### src/rtl/calc_operand_sequencer.sv
// Collects x, y and op from one switch bank (one item per enter press), drives them to the calculator, then
// captures its outputs SETTLE_CYCLES edges later; no backpressure: presses during the settle window are dropped.
module calc_operand_sequencer #(
    parameter int unsigned SETTLE_CYCLES = 2
) (
    input  logic       clk,
    input  logic       rst_n,
    input  logic [3:0] data_in,
    input  logic [1:0] op_in,
    input  logic       enter,
    input  logic       clear,
    output logic [3:0] x_out,
    output logic [3:0] y_out,
    output logic [1:0] op_sel_out,
    input  logic [7:0] calc_result,
    input  logic       calc_carry,
    input  logic       calc_overflow,
    output logic [7:0] res_q,
    output logic       carry_q,
    output logic       ovf_q,
    output logic       res_valid,
    output logic [2:0] state_q,
    output logic [7:0] op_count
);

    typedef enum logic [2:0] {
        GET_X  = 3'd0,
        GET_Y  = 3'd1,
        GET_OP = 3'd2,
        SETTLE = 3'd3,
        DONE   = 3'd4
    } state_t;

    localparam logic [3:0] SETTLE_LOAD = 4'(SETTLE_CYCLES - 1);

    state_t     fsm_q, fsm_d;
    logic       sync1_q, sync2_q, prev_q;
    logic       enter_p;
    logic [3:0] x_q, x_d, y_q, y_d;
    logic [1:0] op_q, op_d;
    logic [3:0] cnt_q, cnt_d;
    logic [7:0] res_d;
    logic       carry_d, ovf_d;
    logic       vld_q, vld_d;
    logic [7:0] opcnt_q, opcnt_d;

    // Two-flop synchroniser plus a history flop gives one pulse per press.
    assign enter_p = sync2_q & ~prev_q;

    always_comb begin
        fsm_d   = fsm_q;
        x_d     = x_q;
        y_d     = y_q;
        op_d    = op_q;
        cnt_d   = cnt_q;
        res_d   = res_q;
        carry_d = carry_q;
        ovf_d   = ovf_q;
        vld_d   = vld_q;
        opcnt_d = opcnt_q;

        if (clear) begin
            fsm_d   = GET_X;
            x_d     = 4'd0;
            y_d     = 4'd0;
            op_d    = 2'd0;
            res_d   = 8'd0;
            carry_d = 1'b0;
            ovf_d   = 1'b0;
            vld_d   = 1'b0;
        end else begin
            case (fsm_q)
                GET_X: begin
                    if (enter_p) begin
                        x_d   = data_in;
                        fsm_d = GET_Y;
                    end
                end
                GET_Y: begin
                    if (enter_p) begin
                        y_d   = data_in;
                        fsm_d = GET_OP;
                    end
                end
                GET_OP: begin
                    if (enter_p) begin
                        op_d  = op_in;
                        cnt_d = SETTLE_LOAD;
                        fsm_d = SETTLE;
                    end
                end
                SETTLE: begin
                    // Calculator inputs are frozen here; enter pulses are deliberately dropped.
                    if (cnt_q == 4'd0) begin
                        res_d   = calc_result;
                        carry_d = calc_carry;
                        ovf_d   = calc_overflow;
                        vld_d   = 1'b1;
                        opcnt_d = opcnt_q + 8'd1;
                        fsm_d   = DONE;
                    end else begin
                        cnt_d = cnt_q - 4'd1;
                    end
                end
                DONE: begin
                    if (enter_p) begin
                        x_d   = data_in;
                        vld_d = 1'b0;
                        fsm_d = GET_Y;
                    end
                end
                default: fsm_d = GET_X;
            endcase
        end
    end

    always_ff @(posedge clk or negedge rst_n) begin
        if (!rst_n) begin
            fsm_q   <= GET_X;
            sync1_q <= 1'b0;
            sync2_q <= 1'b0;
            prev_q  <= 1'b0;
            x_q     <= 4'd0;
            y_q     <= 4'd0;
            op_q    <= 2'd0;
            cnt_q   <= 4'd0;
            res_q   <= 8'd0;
            carry_q <= 1'b0;
            ovf_q   <= 1'b0;
            vld_q   <= 1'b0;
            opcnt_q <= 8'd0;
        end else begin
            fsm_q   <= fsm_d;
            sync1_q <= enter;
            sync2_q <= sync1_q;
            prev_q  <= sync2_q;
            x_q     <= x_d;
            y_q     <= y_d;
            op_q    <= op_d;
            cnt_q   <= cnt_d;
            res_q   <= res_d;
            carry_q <= carry_d;
            ovf_q   <= ovf_d;
            vld_q   <= vld_d;
            opcnt_q <= opcnt_d;
        end
    end

    assign x_out      = x_q;
    assign y_out      = y_q;
    assign op_sel_out = op_q;
    assign res_valid  = vld_q;
    assign state_q    = fsm_q;
    assign op_count   = opcnt_q;

endmodule

### config.mk
export PLATFORM = sky130hd
export DESIGN_NAME = calc_operand_sequencer
export DESIGN_NICKNAME = d
export VERILOG_FILES = /design/src/rtl/calc_operand_sequencer.sv
export SDC_FILE = /design/constraint.sdc
export NUM_CORES = 1
export LEC_CHECK = 0
export ABC_AREA = 1
export CORE_ASPECT_RATIO = 0.6
export CORE_MARGIN = 3
export CORE_UTILIZATION = 48
export CTS_CLUSTER_DIAMETER = 50
export DETAILED_ROUTE_END_ITERATION = 8
export PLACE_DENSITY = 0.91
export SYNTH_ARGS = -nofsm -noshare
export SYNTH_HDL_FRONTEND = slang
export SYNTH_SLANG_ARGS = --single-unit
### constraint.sdc
create_clock -name clk -period 1.75 [get_ports clk]
set_input_delay 0.2625 -clock clk [delete_from_list [all_inputs] [get_ports clk]]
set_output_delay 0.2625 -clock clk [all_outputs]
set_load 0.01 [all_outputs]
==> results of run 1 <==
state kept, by name, indices dropped and copies added, names as in the netlist:
signal,cells
sync1_q,1
y_out,4
res_valid,1
cnt_q,4
state_q,3
op_count,8
sync2_q,1
res_q,8
op_sel_out,2
x_out,4
carry_q,1
ovf_q,1
prev_q,1
logic make-up after synthesis:
| logic type | Yosys count | share of synthesized area, % |
|---|---|---|
| xor+xnor | 4 | 1.84 |
| buf+inv | 39 | 9.27 |
| compound gates | 15 | 4.14 |
| simple gates | 143 | 32.1 |
| fa+ha+maj | 2 | 1.31 |
| flops | 39 | 51.3 |
where the power goes:
part,switching [uW],total (uW),internal [uW]
Sequential,169,1230,1060
Combinational,581,1050,469
Clock,313,774,461
per-stage QoR:
stage | std cells | util [%] | setup slack [ns] | hold slack [ns] | instance area, um^2
2_1_floorplan | 242 | - | 0.464 | -0.0331 | 1900
3_3_place_gp | 339 | 65.7 | 0.185 | 0.242 | 2460
3_5_place_dp | 339 | 65.7 | 0.131 | 0.244 | 2460
4_1_cts | 348 | 69.2 | 0.0737 | 0.357 | 2590
5_1_grt | 348 | 69.2 | 0.00817 | 0.367 | 2590
6_report | 348 | 69.2 | 0.0811 | 0.353 | 2590
routing by layer:
| metal | vias up | track usage, % | part of all wire [%] |
|---|---|---|---|
| met2 | 57 | 30.4 | 44 |
| met5 | - | 0 | 0 |
| met3 | 10 | 6.77 | 7.9 |
| met1 | 785 | 26.2 | 46 |
| li1 | 861 | - | - |
| met4 | 0 | 8.16 | 2.2 |
layout by cell type (no fill, tap or decap), types with 2 or more instances in the layout:
cell type / instances
a21oi_1: 2
buf_4: 3
clkbuf_8: 6
clkdlybuf4s50_1: 50
dfrtp_1: 39
ha_1: 2
inv_1: 33
nand2_1: 98
nand2_2: 4
nand3_1: 23
nand4_1: 3
nor2_1: 12
nor2_4: 2
o21ai_0: 11
xnor2_1: 2
xor2_1: 2
worst register-to-register path, delay by kind of cell (launching register included):
kind                       cells  cell delay, ns
adders and majority gates      1            0.25
DFF                            1            0.37
buffers and inverters          1            0.08
and+or+nand+nor                6            0.80
cell type report:
cell class | instances | area share, %
multi-input combinational | 164 | 29.0
sequential | 39 | 37.7
clock inverter | 2 | 1.35
inverter | 34 | 4.93
timing repair buffer | 56 | 21.6
clock buffer | 6 | 3.19
tap | 47 | 2.27
worst paths after layout:
path,start,endpoint,slack [ns],cells past startpoint
hold reg to reg,sync1_q,sync2_q,0.35,0
setup / recovery,state_q[1],state_q[1],0.08,1
setup reg to reg,cnt_q[0],cnt_q[0],0.14,8
hold / removal,sync1_q,sync2_q,0.35,0
min in group asynchronous,rst_n,op_count[5],0.46,2
max in group asynchronous,rst_n,sync1_q,0.83,3
Yosys cell counts:
| master | instances |
|---|---|
| o21ai_1 | 1 |
| o21ai_0 | 11 |
| ha_1 | 2 |
| buf_4 | 2 |
| nor2_4 | 2 |
| xnor2_1 | 2 |
| a21oi_1 | 2 |
| nand3_4 | 1 |
| nand2_2 | 4 |
| o21ai_2 | 1 |
| dfrtp_1 | 39 |
| buf_6 | 3 |
| nand4_1 | 3 |
| inv_2 | 1 |
| inv_1 | 33 |
| nand3_1 | 23 |
| xor2_1 | 2 |
| nand2_1 | 98 |
| nor2_1 | 12 |
==> run metrics, run 1 <==
ANT nets after route 0; CTS hold repair buffers 1; Ports 52; area of the multi-input gates 751 um^2; H-Tree Depth 2; Startpoint Class flip-flop; post-CTS setup buffer count 0; total iterations of the first detailed-routing run 4; gr usage total 19.9%; Fillers 298; initial antenna violation count 0; CTS tree yes; P per Cell Area 1180 nW/um^2; FMAX 0.599 GHz; Reg clk slew, reported paths 0.08 ns; routed vias/inst between 4 and 5; Final Slew Violations 0; kind of critical path flip-flop to output port; Avg Cell Area, Syn a little under 8 um^2; Synth area leader dfrtp_1; Initial Utilization about half; area grow syn2layout 36.0%; Slowest-stage cell, CP clkdlybuf4s50_1; #FFs+latches synth 39; setup_tns 0 ns; worst min-delay path category flip-flop to flip-flop; PortBufs 51; Layout Skew 0.00584 ns; CP max FO 8; final hold violations 0; WL per Instance 12.5 um; Syn. warnings 0; Post-CTS Resized 0; RSZ-0062 raised after global routing false; setup violators final 0; Post-route DRC 0; worst slew pin tran 0.478 ns; CP endpoint kind output port; instance count of the mapped netlist 242; post-synth top area share about half; CTS Buf Count 5; proportion of synthesized chip area in sequential cells 51.3%; Rel. slew slack approximately 68%; global route overflow 0; first-pass GRT wire length between 7 and 8 mm; CTS Sinks 39; fin crit period 1.67 ns; detailed-route via count 1713; Nets between 300 and 400; number of DRC markers in iteration 0 117; clock latency on the worst-skew pair 0.29 ns; Synth cell types 19; layout cell share with drive strength beyond 1 7.31%; drt total wl around 4.4 mm; number of max-cap violations 0; cell breakdown of the critical path clkdlybuf4s50_1; DP HPWL 3.28 mm; syn_nets 264; gpl congestion 0.925; CP max stage delay 0.60 ns; full die area 4780 um^2; Die Wd 87.3 um; Antenna diodes 0; Required @ worst endpoint 1.49 ns; vias in the first global route 1592; CP Data Arrival Time 1.41 ns; largest cells by area after synthesis dfrtp_1 (51%), nand2_1 (19%), inv_1 (6.5%), nand3_1 (6.0%), o21ai_0 (2.9%); core area 3740 um^2; LEAKAGE 0.00131 uW; Tot Pwr between 3000 and 4000 uW; fin crit share 95.4%; Crit path buffers/inverters 1; Die Y 54.8 um; Max clock buf depth 2; pin count of the biggest net entering global routing 21; Root Buffer clkbuf_8; outcome completed; Mapped Area 1900 um^2; site row count 17; VDD IR-drop max around 0.63 mV; sequential cell area 976 um^2; crit-path leading delay family buffers and inverters
No activity file was read; power rests on OpenSTA's default activity.
==> run 2, diff against run 1 <==
--- a/config.mk
+++ b/config.mk
@@ -7,10 +7,11 @@
 export LEC_CHECK = 0
 export ABC_AREA = 1
 export CORE_ASPECT_RATIO = 0.6
-export CORE_MARGIN = 3
+export CORE_MARGIN = 5
 export CORE_UTILIZATION = 48
 export CTS_CLUSTER_DIAMETER = 50
 export DETAILED_ROUTE_END_ITERATION = 8
+export GPL_TIMING_DRIVEN = 0
 export PLACE_DENSITY = 0.91
 export SYNTH_ARGS = -nofsm -noshare
 export SYNTH_HDL_FRONTEND = slang
==> run 2 against run 1 <==
First-iteration DRC count up 21%. Sequential cell count unchanged. Cell count down 0.29%. Clock power up 2%. Sequential power about the same. Critical path type unchanged. Critical endpoint unchanged. Largest cell class unchanged.
==> run metrics, run 2 (synthesis results as in run 1) <==
Worst R2R Path Depth 8; Reg clk slew, reported paths 0.08 ns; Root Buffer clkbuf_8; CTS Buf Count 5; Antenna diodes 0; Initial Utilization 50.8%; Rel. slew slack 43.1%; final worst slack 0.0926 ns; CP max FO 8; worst slew pin tran 0.853 ns; detailed-route via count 1706; cell breakdown of the critical path clkdlybuf4s50_1; slack of the worst reg-to-reg path 0.29 ns; core area 3740 um^2; Nets between 300 and 400; pin count of the biggest net entering global routing 40; full die area 5370 um^2; fin crit share 94.7%; worst min-delay path category input port to asynchronous set/reset pin; CP endpoint kind output port; layout cell share with drive strength beyond 1 7.67%; routed vias/inst around 4.9; Final Slew Violations 0; setup violators final 0; sw frac between 30% and 40%; Ports 52; Startpoint Class flip-flop; commonest non-fill, non-tap cell in the layout nand2_1; Post-CTS Resized 0; DP HPWL 3.32 mm; Tot Pwr 3070 uW; VDD IR-drop max between 0.6 and 0.7 mV; Slowest-stage cell, CP clkdlybuf4s50_1; post-CTS setup buffer count 0; number of DRC markers in iteration 0 142; internal cell power 2010 uW; reg2reg end res_q[1]; Critical Path Stages 1; Post-route DRC 0; combinational share of power 34.2%; first-pass GRT wire length approximately 7.5 mm; PortBufs 50; clock latency on the worst-skew pair between 0.2 and 0.3 ns; commonest non-fill, non-tap cells in the layout nand2_1 (98), clkdlybuf4s50_1 (49), dfrtp_1 (39); CP Data Arrival Time 1.39 ns; fin crit period 1.66 ns; setup_tns 0 ns; drt total wl 4.39 mm; number of max-cap violations 0; CTS Sinks 39; WL per Instance 12.6 um; CP max stage delay ~0.60 ns; clock share of power roughly a quarter; CTS hold repair buffers 0; post-layout instance area 2580 um^2; Net Sw Power 1060 uW; site row count 17; H-Tree Depth 2; Die Y 58.8 um; Max clock buf depth 2; Place WS 0.319 ns; vias in the first global route 1669; P per Cell Area 1190 nW/um^2; CTS tree yes; worst reg2reg path startpoint cnt_q[0]; Required @ worst endpoint 1.49 ns; initial antenna violation count 0; RSZ-0062 raised after global routing false; total iterations of the first detailed-routing run 4; LEAKAGE 0.00131 uW; global route overflow 0; area grow syn2layout 35.5%; Crit path buffers/inverters 1; ANT nets after route 0; crit-path leading delay family buffers and inverters; final hold violations 0; Die Wd about 91 um; FMAX 0.603 GHz; outcome completed; kind of critical path flip-flop to output port; area post-placement 2460 um^2; gr usage total 17.2%; sequential power share 40.1%; Layout Skew 0.00311 ns; gpl congestion 0.891
run 2: changes by cell type in the layout (fill, tap and decap cells not counted), sizes merged:
cell / before / now
buf: 5 / 6
inv: 34 / 35
clkinv: 1 / 0
dlygate4sd3: 1 / 0
clkdlybuf4s50: 50 / 49
run 2: per-stage QoR:
stage / std cells / util, % / hold slack [ns]
2_1_floorplan: 242 / - / -0.0331
3_3_place_gp: 339 / 65.8 / 0.335
3_5_place_dp: 339 / 65.6 / 0.339
4_1_cts: 347 / 68.9 / 0.105
5_1_grt: 347 / 68.9 / 0.150
6_report: 347 / 68.9 / 0.0789
run 2: cell type report:
class / count / area (um^2)
fillers: 287 / 1160
flip-flops and latches: 39 / 976
multi-input cells: 164 / 751
repair buffers: 50 / 495
inverters: 34 / 128
clock buffers: 6 / 82.6
well taps: 47 / 58.8
plain buffers: 5 / 48.8
clock inverters: 2 / 38.8
run 2: metal layers:
metal,GRT usage [%],routed length [um]
met5,0,0
met4,3.77,19
met2,27.9,2030
met3,6.39,392
met1,22.2,1950
run 2: worst max-delay path by stage:
stage | from | endpoint | slack [ns]
6_report | state_q[1] | state_q[1] | 0.09
5_1_grt | state_q[1] | state_q[1] | 0.02
4_1_cts | state_q[1] | state_q[1] | 0.09
3_5_place_dp | cnt_q[0] | res_q[0] | 0.32
3_3_place_gp | rst_n | res_q[2] | -0.52
2_1_floorplan | cnt_q[0] | carry_q | 0.46
run 2: power groups by stage:
stage | Sequential (uW) | Combinational (uW) | Clock (uW)
final | 1230 | 1050 | 792
after global placement | 1230 | 1000 | 0
after global routing | 1260 | 1180 | 846
after detailed placement | 1240 | 1050 | 0
after floorplan | 1280 | 548 | 0
after CTS | 1230 | 1060 | 810
==> run 3, diff against run 2 <==
--- a/config.mk
+++ b/config.mk
@@ -13,6 +13,7 @@
 export DETAILED_ROUTE_END_ITERATION = 8
 export GPL_TIMING_DRIVEN = 0
 export PLACE_DENSITY = 0.91
+export SLEW_MARGIN = 0
 export SYNTH_ARGS = -nofsm -noshare
 export SYNTH_HDL_FRONTEND = slang
 export SYNTH_SLANG_ARGS = --single-unit
==> constraint.sdc (replaced) <==
create_clock -name clk -period 1.7 [get_ports clk]
set_input_delay 0.255 -clock clk [delete_from_list [all_inputs] [get_ports clk]]
set_output_delay 0.255 -clock clk [all_outputs]
set_load 0.01 [all_outputs]
==> run 3 against run 2 <==
Setup slack lost 0.0029 ns. Sequential share of layout area is essentially flat. Cell area is essentially flat. Critical path type unchanged.
==> run metrics, run 3 (synthesis results as in run 1) <==
P per Cell Area around 1200 nW/um^2; H-Tree Depth 2; Rel. slew slack between 40 and 50%; area of the multi-input gates 751 um^2; worst slew pin tran 0.853 ns; fin crit share a little over nine tenths; CTS hold repair buffers 0; worst min-delay path category input port to asynchronous set/reset pin; first-pass GRT wire length 7.49 mm; gpl congestion 0.891; clock latency on the worst-skew pair 0.29 ns; global route overflow 0; Nets 321; Ports 52; PortBufs 50; full die area between 5000 and 6000 um^2; Max clock buf depth 2; number of DRC markers in iteration 0 138; crit-path leading delay family buffers and inverters; cell breakdown of the critical path clkdlybuf4s50_1; initial antenna violation count 0; Final Non-Filler Cells 347; Die Y 58.8 um; FMAX 0.621 GHz; core area between 3000 and 4000 um^2; Layout Skew 0.00310 ns; ANT nets after route 0; vias in the first global route roughly 1700; CTS Sinks 39; post-CTS setup buffer count 0; hold_ws around 0.072 ns; Post-route DRC 0; Antenna diodes 0; Reg clk slew, reported paths approximately 0.080 ns; Fillers approximately 290; outcome completed; area grow syn2layout 35.6%; Slowest-stage cell, CP clkdlybuf4s50_1; Die Wd 91.3 um; sequential cell area 977 um^2; Crit path buffers/inverters 1; setup_tns 0 ns; pin count of the biggest net entering global routing 40; gr usage total 17.2%; DP HPWL 3.32 mm; Layout Utilization 68.9%; Startpoint Class flip-flop; fin crit period ~1.6 ns; number of max-cap violations 0; site row count 17; setup violators final 0; Initial Utilization 50.8%; detailed-route via count 1703; CP Data Arrival Time 1.36 ns; CP max stage delay between 0.5 and 0.6 ns; LEAKAGE 0.00131 uW; Required @ worst endpoint 1.44 ns; routed vias/inst 4.91; final worst slack 0.0897 ns; drt total wl 4.38 mm; RSZ-0062 raised after global routing false; Root Buffer clkbuf_8; Place WS 0.269 ns; commonest non-fill, non-tap cells in the layout nand2_1 (98), clkdlybuf4s50_1 (49), dfrtp_1 (38); layout cell share with drive strength beyond 1 8.00%; CP endpoint kind output port; CTS Buf Count 5; VDD IR-drop max 0.642 mV; WL per Instance 12.6 um; CTS tree yes; total iterations of the first detailed-routing run 4; kind of critical path flip-flop to output port; CP max FO 7; final hold violations 0; Cells after DPL 339; Final Slew Violations 0; commonest non-fill, non-tap cell in the layout nand2_1
run 3: cell counts in the layout (fill, tap and decap cells not counted):
Identical to the previous run, type by type.
run 3: area by class of cell:
cell class | count | share of cell area (%)
Inverter | 34 | 4.95
Buffer | 5 | 1.89
Sequential cell | 39 | 37.9
Tap cell | 47 | 2.28
Multi-Input combinational cell | 164 | 29.1
Clock inverter | 2 | 1.50
Clock buffer | 6 | 3.20
Timing Repair Buffer | 50 | 19.2
run 3: per-layer routing:
metal  global-route usage [%]  vias to the layer above  wire length [um]
li1                         -                      856                 -
met1                     22.2                      781              1950
met2                     27.9                       61              2020
met3                     6.39                        5               391
met4                     3.77                        0                19
met5                        0                        -                 0
run 3: what timing repair did:
item | CTS | global route
endpoints found under the setup margin | 0 | 1
resized for setup | 0 | 1
endpoints found under the hold margin | 0 | 0
run 3: power by group:
group,switching (uW),internal [uW],total (uW)
combinational,585,496,1080
clock,332,483,815
sequential,178,1090,1270
run 3: final timing paths:
kind / slack (ns) / endpoint / cells past startpoint / from
min in group clk: 0.27 / state_q[1] / 4 / clear
setup / recovery: 0.09 / op_count[2] / 1 / op_count[2]
hold / removal: 0.07 / cnt_q[2] / 1 / rst_n
hold reg to reg: 0.36 / sync2_q / 0 / sync1_q
setup reg to reg: 0.24 / res_q[1] / 8 / cnt_q[0]
max in group asynchronous: 1.05 / state_q[1] / 1 / rst_n
run 3: through the flow:
step / area [um^2] / total power [uW]
finish: 2580 / 3170
global route: 2580 / 3390
CTS: 2580 / 3190
detailed placement: 2460 / 2360
global placement: 2460 / 2300
floorplan: 1900 / 1880
